<file path="src/rtl/dmem_arbiter.sv">
// Two-port data-memory arbiter: port 0 (pipeline) has priority, port 1 (loader/debug)
// is protected from starvation and may lock the memory for bursts.
module dmem_arbiter #(
  parameter int unsigned ADDR_W     = 5,
  parameter int unsigned STARVE_MAX = 4
) (
  input  logic        clk,
  input  logic        rst,
  input  logic        p0_req,
  input  logic        p1_req,
  input  logic        p0_we,
  input  logic        p1_we,
  input  logic [31:0] p0_addr,
  input  logic [31:0] p1_addr,
  input  logic [31:0] p0_wdata,
  input  logic [31:0] p1_wdata,
  input  logic        p1_lock,
  output logic        p0_gnt,
  output logic        p1_gnt,
  output logic        p0_rvalid,
  output logic        p1_rvalid,
  output logic [31:0] p0_rdata,
  output logic [31:0] p1_rdata,
  output logic        p0_err,
  output logic        p1_err,
  output logic        dmem,
  output logic [31:0] data_w,
  output logic [31:0] addr,
  input  logic [31:0] data_o
);

  localparam int unsigned CNT_W = (STARVE_MAX > 0) ? $clog2(STARVE_MAX + 1) : 1;
  localparam logic [CNT_W-1:0] STARVE_LIM = CNT_W'(STARVE_MAX);
  localparam logic [32:0] DEPTH = 33'(1) << ADDR_W;

  typedef enum logic [1:0] {IDLE, OWN0, OWN1, LOCK1} state_t;

  state_t           state_q, state_d;
  logic [CNT_W-1:0] starve_cnt_q, starve_cnt_d;
  logic             p0_rvalid_q, p0_rvalid_d, p1_rvalid_q, p1_rvalid_d;
  logic [31:0]      p0_rdata_q, p0_rdata_d, p1_rdata_q, p1_rdata_d;
  logic             p0_err_q, p0_err_d, p1_err_q, p1_err_d;

  logic        g0, g1, gnt_any, oob0, oob1, sel_oob, sel_we, in_range;
  logic [31:0] sel_addr, sel_wdata;

  assign oob0 = ({1'b0, p0_addr} >= DEPTH);
  assign oob1 = ({1'b0, p1_addr} >= DEPTH);

  // Grant: LOCK1 or a saturated starve counter hands port 1 priority; reset blocks all access
  always_comb begin
    g0 = 1'b0;
    g1 = 1'b0;
    if (!rst) begin
      if (p1_req && ((state_q == LOCK1) || (starve_cnt_q == STARVE_LIM) || !p0_req)) begin
        g1 = 1'b1;
      end else begin
        g0 = p0_req;
      end
    end
  end

  assign gnt_any   = g0 | g1;
  assign sel_we    = g1 ? p1_we    : p0_we;
  assign sel_addr  = g1 ? p1_addr  : p0_addr;
  assign sel_wdata = g1 ? p1_wdata : p0_wdata;
  assign sel_oob   = g1 ? oob1     : oob0;
  assign in_range  = gnt_any && !sel_oob;

  // Memory side idles as a read of word 0 so nothing is ever written by accident
  assign dmem   = !(in_range && sel_we);
  assign addr   = in_range ? sel_addr  : 32'd0;
  assign data_w = in_range ? sel_wdata : 32'd0;
  assign p0_gnt = g0;
  assign p1_gnt = g1;

  always_comb begin
    state_d      = IDLE;
    starve_cnt_d = starve_cnt_q;
    if (g1) begin
      state_d = p1_lock ? LOCK1 : OWN1;
    end else if (g0) begin
      state_d = OWN0;
    end
    if (g1) begin
      starve_cnt_d = '0;
    end else if (p1_req && (starve_cnt_q != STARVE_LIM)) begin
      starve_cnt_d = starve_cnt_q + CNT_W'(1);
    end
  end

  // Read response path: out-of-range reads return zero, rdata holds between reads
  always_comb begin
    p0_rvalid_d = g0 && !p0_we;
    p1_rvalid_d = g1 && !p1_we;
    p0_err_d    = g0 && oob0;
    p1_err_d    = g1 && oob1;
    p0_rdata_d  = p0_rdata_q;
    p1_rdata_d  = p1_rdata_q;
    if (p0_rvalid_d) p0_rdata_d = oob0 ? 32'd0 : data_o;
    if (p1_rvalid_d) p1_rdata_d = oob1 ? 32'd0 : data_o;
  end

  always_ff @(posedge clk or posedge rst) begin
    if (rst) begin
      state_q      <= IDLE;
      starve_cnt_q <= '0;
      p0_rvalid_q  <= 1'b0;
      p1_rvalid_q  <= 1'b0;
      p0_rdata_q   <= 32'd0;
      p1_rdata_q   <= 32'd0;
      p0_err_q     <= 1'b0;
      p1_err_q     <= 1'b0;
    end else begin
      state_q      <= state_d;
      starve_cnt_q <= starve_cnt_d;
      p0_rvalid_q  <= p0_rvalid_d;
      p1_rvalid_q  <= p1_rvalid_d;
      p0_rdata_q   <= p0_rdata_d;
      p1_rdata_q   <= p1_rdata_d;
      p0_err_q     <= p0_err_d;
      p1_err_q     <= p1_err_d;
    end
  end

  assign p0_rvalid = p0_rvalid_q;
  assign p1_rvalid = p1_rvalid_q;
  assign p0_rdata  = p0_rdata_q;
  assign p1_rdata  = p1_rdata_q;
  assign p0_err    = p0_err_q;
  assign p1_err    = p1_err_q;

endmodule

</file>
<file path="config.mk">
export PLATFORM = sky130hd
export DESIGN_NAME = dmem_arbiter
export DESIGN_NICKNAME = d
export VERILOG_FILES = /design/src/rtl/dmem_arbiter.sv
export SDC_FILE = /design/constraint.sdc
export NUM_CORES = 1
export LEC_CHECK = 0
export CORE_MARGIN = 10
export CORE_UTILIZATION = 33
export DETAILED_ROUTE_END_ITERATION = 12
export PLACE_DENSITY = 0.83
export SETUP_SLACK_MARGIN = 0.2
export SLEW_MARGIN = 10
export SYNTH_ARGS = -nofsm -noshare
export SYNTH_HDL_FRONTEND = slang
export SYNTH_SLANG_ARGS = --single-unit
</file>
<file path="constraint.sdc">
create_clock -name clk -period 2.75 [get_ports clk]
set_clock_uncertainty 0.15 [all_clocks]
set_input_delay 0.55 -clock clk [delete_from_list [all_inputs] [get_ports clk]]
set_output_delay 0.55 -clock clk [all_outputs]
set_load 0.005 [all_outputs]
</file>
==> results.toml, run 1 <==
[power_and_ir_drop]
p_leak_nw = 3.48
powerDensity_nw_per_um2 = 333
vdd_drop_max_mv = 0.271
p_total_mw = 2.60

[cts]
htreeDepth = 3
cts_buffers = 9
cts_sinks = 73
cts-root-buf = "clkbuf_8"
insertion_delay_ns = 0.36
clk_pin_slew_worst_paths_ns = 0.07
cts_buffer_depth = 2
cts_tree = "done"
cts-hold-fix-buffers = 0

[synth]
synth.top_cell.area_share = 0.503
postSynthCellCount = 320
post_synth_xor_area_fraction = 0.00241
synthSimpleGateAreaFrac = 0.0521
synthTopCellsByArea = "dfrtp_1 50%, a22o_1 15%, mux2i_1 10%"
synth-compound-area-share = 0.228
synthAdderAreaFrac = 0.00690
syn_area_um2 = 3630
ys_seq_area_frac = 0.503
synth_mux_area_frac = 0.102
syn_avg_cell_area_um2 = 11.3
netlist-cell-type-count = 34
synth_top_family_by_area = "compound AO/OA/AOI/OAI gates"
yosys.area.top_type = "dfrtp_1"
ys_ff_latch = 73
yosysWarnings = 0

[setup_path]
regToRegSetupSlack_ns = 0.34
endpoint_kind = "primary output"
reg2reg_to = "p1_rdata[17]"
crit_required_ns = 2.05
path_max_fanout = 6
critPathKind = "reg2out"
startpoint_type = "flop"
r2r_start = "starve_cnt_q[1]"
cp_data_arrival_time_ns = 2.38
reg2reg_depth = 9

[outcome]
failed_checks = "negative setup slack"
status = "complete, but fails checks"

[placed_design]
pre_cts_slack_ns = -0.764
hpwlAfterDp_mm = 13.4
routabilityCongestion = 0.851
port_buffers = 274
placed_cell_area_um2 = 6620

[flow_run]
drv_cap = 0

[global_route]
grt_start_max_net_pins = 40
track_usage = 0.216
grt_pass1_wl_mm = 26.8
grt_pass1_vias = 4593
grt_busiest_layer = "met2"
use_met1 = 0.212
use_met3 = 0.0779
grt_antenna_before_repair = 1
grt_util_met2 = 0.391
grt-ovfl-total = 0

[sta]
fin_crit_ns = 3.08
fin_ws_ns = -0.333
worstMarginPinSlew_ns = 0.503
period_share = 1.12
rsz0062_at_grt = "yes"
fmax_ghz = 0.324
finalSetupTns_ns = -13.07
drv_slew = 0
slew_headroom = 0.664
hold_viol_final = 0
setup_viol = 71

[die]
core_um2 = 10800
die-height_um = 125
num_rows = 38
initial_core_util = 0.336
ios = 302
dieArea_um2 = 15600
die_x_um = 125

[cells_and_area]
final_area_um2 = 7800
fillCellCount = 746
syn_to_final_growth_pct = 115
finalNetCount = 831
n_antenna_cell = 0
drive_above_1_share = 0.314

[worst_hold_path]
hold_class = "in2async"

[drt]
antenna_left = 0
wl_mm = 18.9
drt-pass1-iter-count = 4
vias_per_cell = 5.15
drc_errors = 0
drt-wirelength-per-cell_um = 23.5
drtIter0Drc = 222
via_count = 4152
## final cells by class
| cell class | count | area (um^2) | share of cell area |
|---|---|---|---|
| multi-input cells | 211 | 1910 | 0.245 |
| well taps | 140 | 175 | 0.0225 |
| clock inverters | 4 | 28.8 | 0.00369 |
| flip-flops and latches | 73 | 1830 | 0.234 |
| clock buffers | 11 | 151 | 0.0194 |
| repair buffers | 359 | 3670 | 0.470 |
| inverters | 8 | 33.8 | 0.00433 |
## flip-flops by register name (all words and copies together), names as in the netlist
name	cells
starve_cnt_q	3
p1_rvalid	1
p0_rvalid	1
p1_rdata	32
p1_err	1
state_q	2
p0_rdata	32
p0_err	1
## through the flow
stage | std cells | hold slack [ns] | utilization
3_3_place_gp | 734 | 0.337 | 0.613
3_5_place_dp | 734 | 0.341 | 0.613
5_1_grt | 806 | 0.332 | 0.723
2_1_floorplan | 346 | 0.348 | -
6_report | 806 | 0.308 | 0.723
4_1_cts | 788 | 0.362 | 0.677
## power by group
| part | internal [mW] | leakage, nW | total [mW] | switching [mW] |
|---|---|---|---|---|
| sequential | 1.10 | 1.01 | 1.12 | 0.0161 |
| clock | 0.371 | 0.0874 | 0.766 | 0.395 |
| combinational | 0.435 | 2.38 | 0.717 | 0.282 |
## layer usage
layer  part of all wire  wire length, um
met1               0.34             6380
met2               0.53            10100
met3              0.079             1500
met4              0.051              961
met5            0.00095               18
## how the worst max path moves through the flow
stage	start	end	slack, ns
5_1_grt	starve_cnt_q[1]	data_w[21]	-0.42
2_1_floorplan	p0_addr[20]	data_w[11]	0.22
3_3_place_gp	p0_addr[22]	data_w[29]	-0.75
3_5_place_dp	p0_addr[22]	data_w[24]	-0.76
4_1_cts	starve_cnt_q[0]	data_w[2]	-0.37
6_report	starve_cnt_q[1]	data_w[2]	-0.33
## worst max-delay path, stage by stage (launching register included)
cell and delay [ns]:
dfrtp_1 0.39, inv_2 0.09, ha_4 0.15, a22oi_2 0.07
buf_4 0.16, a211oi_4 0.26, buf_12 0.17, buf_4 0.14
buf_12 0.15, mux2i_4 0.26, a21oi_1 0.07, clkbuf_2 0.13
## synthesized netlist by cell type
master    number
a21boi_0       2
a22o_1        64
buf_2         14
nand3_1        2
a2111o_1       1
conb_1         1
a21o_1         1
and3b_1        1
nor2b_1        1
nor2_1         5
clkbuf_1       9
ha_1           2
or3_1          1
nor3_2         1
xnor2_1        1
buf_6          3
and4_1         1
and3_1         1
a21oi_1       39
o211ai_1       1
inv_1          7
a211oi_1       1
buf_4         28
a22oi_2        1
dfrtp_1       73
o21ai_1        1
nand4_1        1
mux2i_1       37
nand2_1        2
o21ai_0        1
nor4_1        12
nor3_1         3
inv_2          1
and4b_1        1
## placed cells by master (no fill, tap or decap), types with 2 or more instances in the layout
cell type          n
clkdlybuf4s50_1  206
dfrtp_1           73
a22o_1            64
buf_2             39
buf_6             33
a21oi_2           31
buf_4             28
conb_1            27
mux2i_1           22
dlygate4sd2_1     14
buf_12            12
mux2i_4           11
clkbuf_8          11
clkdlybuf4s15_1   10
nor4_1             7
a21oi_1            7
buf_16             6
clkbuf_16          6
inv_1              4
nor4_2             4
mux2i_2            4
nor2_1             4
inv_2              3
clkinvlp_4         3
nor3_1             2
nand2_1            2
a21boi_0           2
buf_8              2
clkbuf_2           2
## cell families after synthesis
logic type	count (synthesis)
AOI/OAI and AO/OA	112
DFF	73
buffers and inverters	62
muxes	37
and+or+nand+nor	32
adders and majority gates	2
other	1
xor gates and xnor gates	1
## repair_timing
| item | CTS | global route |
|---|---|---|
| setup buffers | 33 | 9 |
| pin swaps | 29 | 48 |
| endpoints found under the setup margin | 40 | 97 |
| cloned | 6 | 9 |
| resized for setup | 270 | 56 |
Note: power is estimated with default switching activity, not from simulation.
==> run 2: changes to the inputs <==
--- a/config.mk
+++ b/config.mk
@@ -5,10 +5,10 @@
 export SDC_FILE = /design/constraint.sdc
 export NUM_CORES = 1
 export LEC_CHECK = 0
-export CORE_MARGIN = 10
-export CORE_UTILIZATION = 33
+export CORE_AREA = 2 2 118 120
 export DETAILED_ROUTE_END_ITERATION = 12
-export PLACE_DENSITY = 0.83
+export DIE_AREA = 0 0 120 122
+export PLACE_DENSITY = 0.71
 export SETUP_SLACK_MARGIN = 0.2
 export SLEW_MARGIN = 10
 export SYNTH_ARGS = -nofsm -noshare
==> run 2 against run 1 <==
Effect of this change:
- the run still ends with negative setup slack left
- final area decreased by 1.2%
- total power increased by 19%
- hold slack improved by 0.046 ns
- largest power group is now the clock network
- first-iteration DRC count decreased by 16%
- via count decreased by 6.7%
- sequential share of layout area increased by 0.29 points
- global-route usage decreased by 2.3 points
- register-to-register slack got worse by 0.05 ns
- core utilization decreased by 15 points
==> results.toml, run 2 (same netlist as run 1, synthesis figures left out) <==
[outcome]
status = "complete, but fails checks"
failed_checks = "negative setup slack"

[die]
initial_core_util = 0.269
ios = 302
dieArea_um2 = 14600
num_rows = 43
die_x_um = 120
die-height_um = 122
core_um2 = 13500

[power_and_ir_drop]
switching_share = 0.239
combPwrFrac = 0.230
powerDensity_nw_per_um2 = 402
p_clk_frac = 0.408
internal-power_mw = 2.35
p_leak_nw = 3.35
seqPwrFrac = 0.362
vdd_drop_max_mv = 0.224
p_switching_uw = 740

[placed_design]
hpwlAfterDp_mm = 10.3
port_buffers = 274
dp_cells = 768
routabilityCongestion = 0.830

[global_route]
grt_util_met2 = 0.355
grt_busiest_layer = "met2"
grt_pass1_vias = 4055
use_met1 = 0.219
grt-ovfl-total = 0
use_met3 = 0.0375
grt_antenna_before_repair = 1
track_usage = 0.193
grt_pass1_wl_mm = 21.9
grt_start_max_net_pins = 63

[drt]
vias_per_cell = 4.77
drt-wirelength-per-cell_um = 18.6
drtIter0Drc = 187
antenna_left = 0
drt-pass1-iter-count = 4
drc_errors = 0
wl_mm = 15.1
via_count = 3872

[cells_and_area]
fillCellCount = 1133
finalNetCount = 795
utilization = 0.571
drive_above_1_share = 0.288
layout_common_cells = "205 x clkdlybuf4s50_1, 73 x dfrtp_1, 64 x a22o_1, 41 x buf_2"
fin_cells = 812
syn_to_final_growth_pct = 112
final_common_cell = "clkdlybuf4s50_1"

[sta]
setup_viol = 38
drv_slew = 0
period_share = 1.08
fin_ws_ns = -0.226
fmax_ghz = 0.336
fin_crit_ns = 2.98
hold_viol_final = 0
rsz0062_at_grt = "yes"
fin_worst_hold_slack_ns = 0.354

[worst_hold_path]
hold_class = "reg2reg"

[setup_path]
critPathKind = "reg2out"
crit_required_ns = 2.05
path_max_fanout = 14
regToRegSetupSlack_ns = 0.29
endpoint_kind = "primary output"
cp_data_arrival_time_ns = 2.28
startpoint_type = "flop"

[cts]
cts_tree = "done"
htreeDepth = 3
cts_buffer_depth = 2
insertion_delay_ns = 0.33
cts-root-buf = "clkbuf_16"
cts_buffers = 9
cts_sinks = 73
clk_pin_slew_worst_paths_ns = 0.06

[flow_run]
drv_cap = 0
run 2: layout make-up:
type                    instances  area [um^2]  share of cell area
diodes                          1         2.50            0.000325
flip-flops and latches         73         1830               0.237
well taps                     180          225              0.0292
inverters                       8         33.8             0.00438
multi-input cells             211         1990               0.258
clock buffers                  10          239              0.0310
repair buffers                323         3300               0.428
clock inverters                 6         90.1              0.0117
run 2: power groups by stage:
stage          clock network, mW  registers [mW]  logic, mW
6_report                    1.26            1.12      0.711
5_1_grt                     1.34            1.12      0.764
4_1_cts                     1.29            1.12      0.631
3_5_place_dp                   0            1.14      0.551
3_3_place_gp                   0            1.13      0.538
2_1_floorplan                  0            1.14      0.210
run 2: final timing paths:
kind / from / endpoint / depth (start not counted)
max: starve_cnt_q[1] / data_w[31] / 10
min: p1_rdata[5] / p1_rdata[5] / 1
max reg2reg: starve_cnt_q[1] / p1_rdata[23] / 10
min reg2reg: p1_rdata[5] / p1_rdata[5] / 1
max in group asynchronous: rst / p0_rdata[29] / 5
min in group asynchronous: rst / state_q[0] / 4
run 2: critical path, stage by stage (launching register included):
cell	delay, ns
dfrtp_1	0.39
inv_2	0.08
ha_4	0.14
a22oi_2	0.07
buf_4	0.16
a211oi_4	0.23
buf_12	0.18
buf_16	0.18
mux2i_2	0.32
a21oi_2	0.05
buf_2	0.13
run 2: repair_timing:
| item | 4_1_cts | 5_1_grt |
|---|---|---|
| hold endpoints to repair | 0 | 0 |
| gates cloned | 8 | 4 |
| endpoints found under the setup margin | 40 | 72 |
| pin swaps | 23 | 12 |
| gates resized for setup | 281 | 46 |
| hold buffers | 0 | 0 |
| setup buffers | 10 | 5 |
run 2: per-stage QoR:
stage | total power, mW | setup WS [ns] | instance area [um^2] | TNS, ns
finish | 3.10 | -0.226 | 7710 | -6.02
global route | 3.23 | -0.318 | 7710 | -9.67
CTS | 3.04 | -0.228 | 7330 | -6.61
detailed placement | 1.69 | -0.791 | 6620 | -32.91
global placement | 1.67 | -0.786 | 6620 | -31.21
floorplan | 1.35 | 0.224 | 3730 | 0
run 2: metal layers:
layer / wire (um) / vias to the layer above / part of all wire
met1: 5720 / 1897 / 0.38
met2: 8190 / 190 / 0.54
met5: 0 / - / 0
met4: 288 / 0 / 0.019
li1: - / 1767 / -
met3: 890 / 18 / 0.059
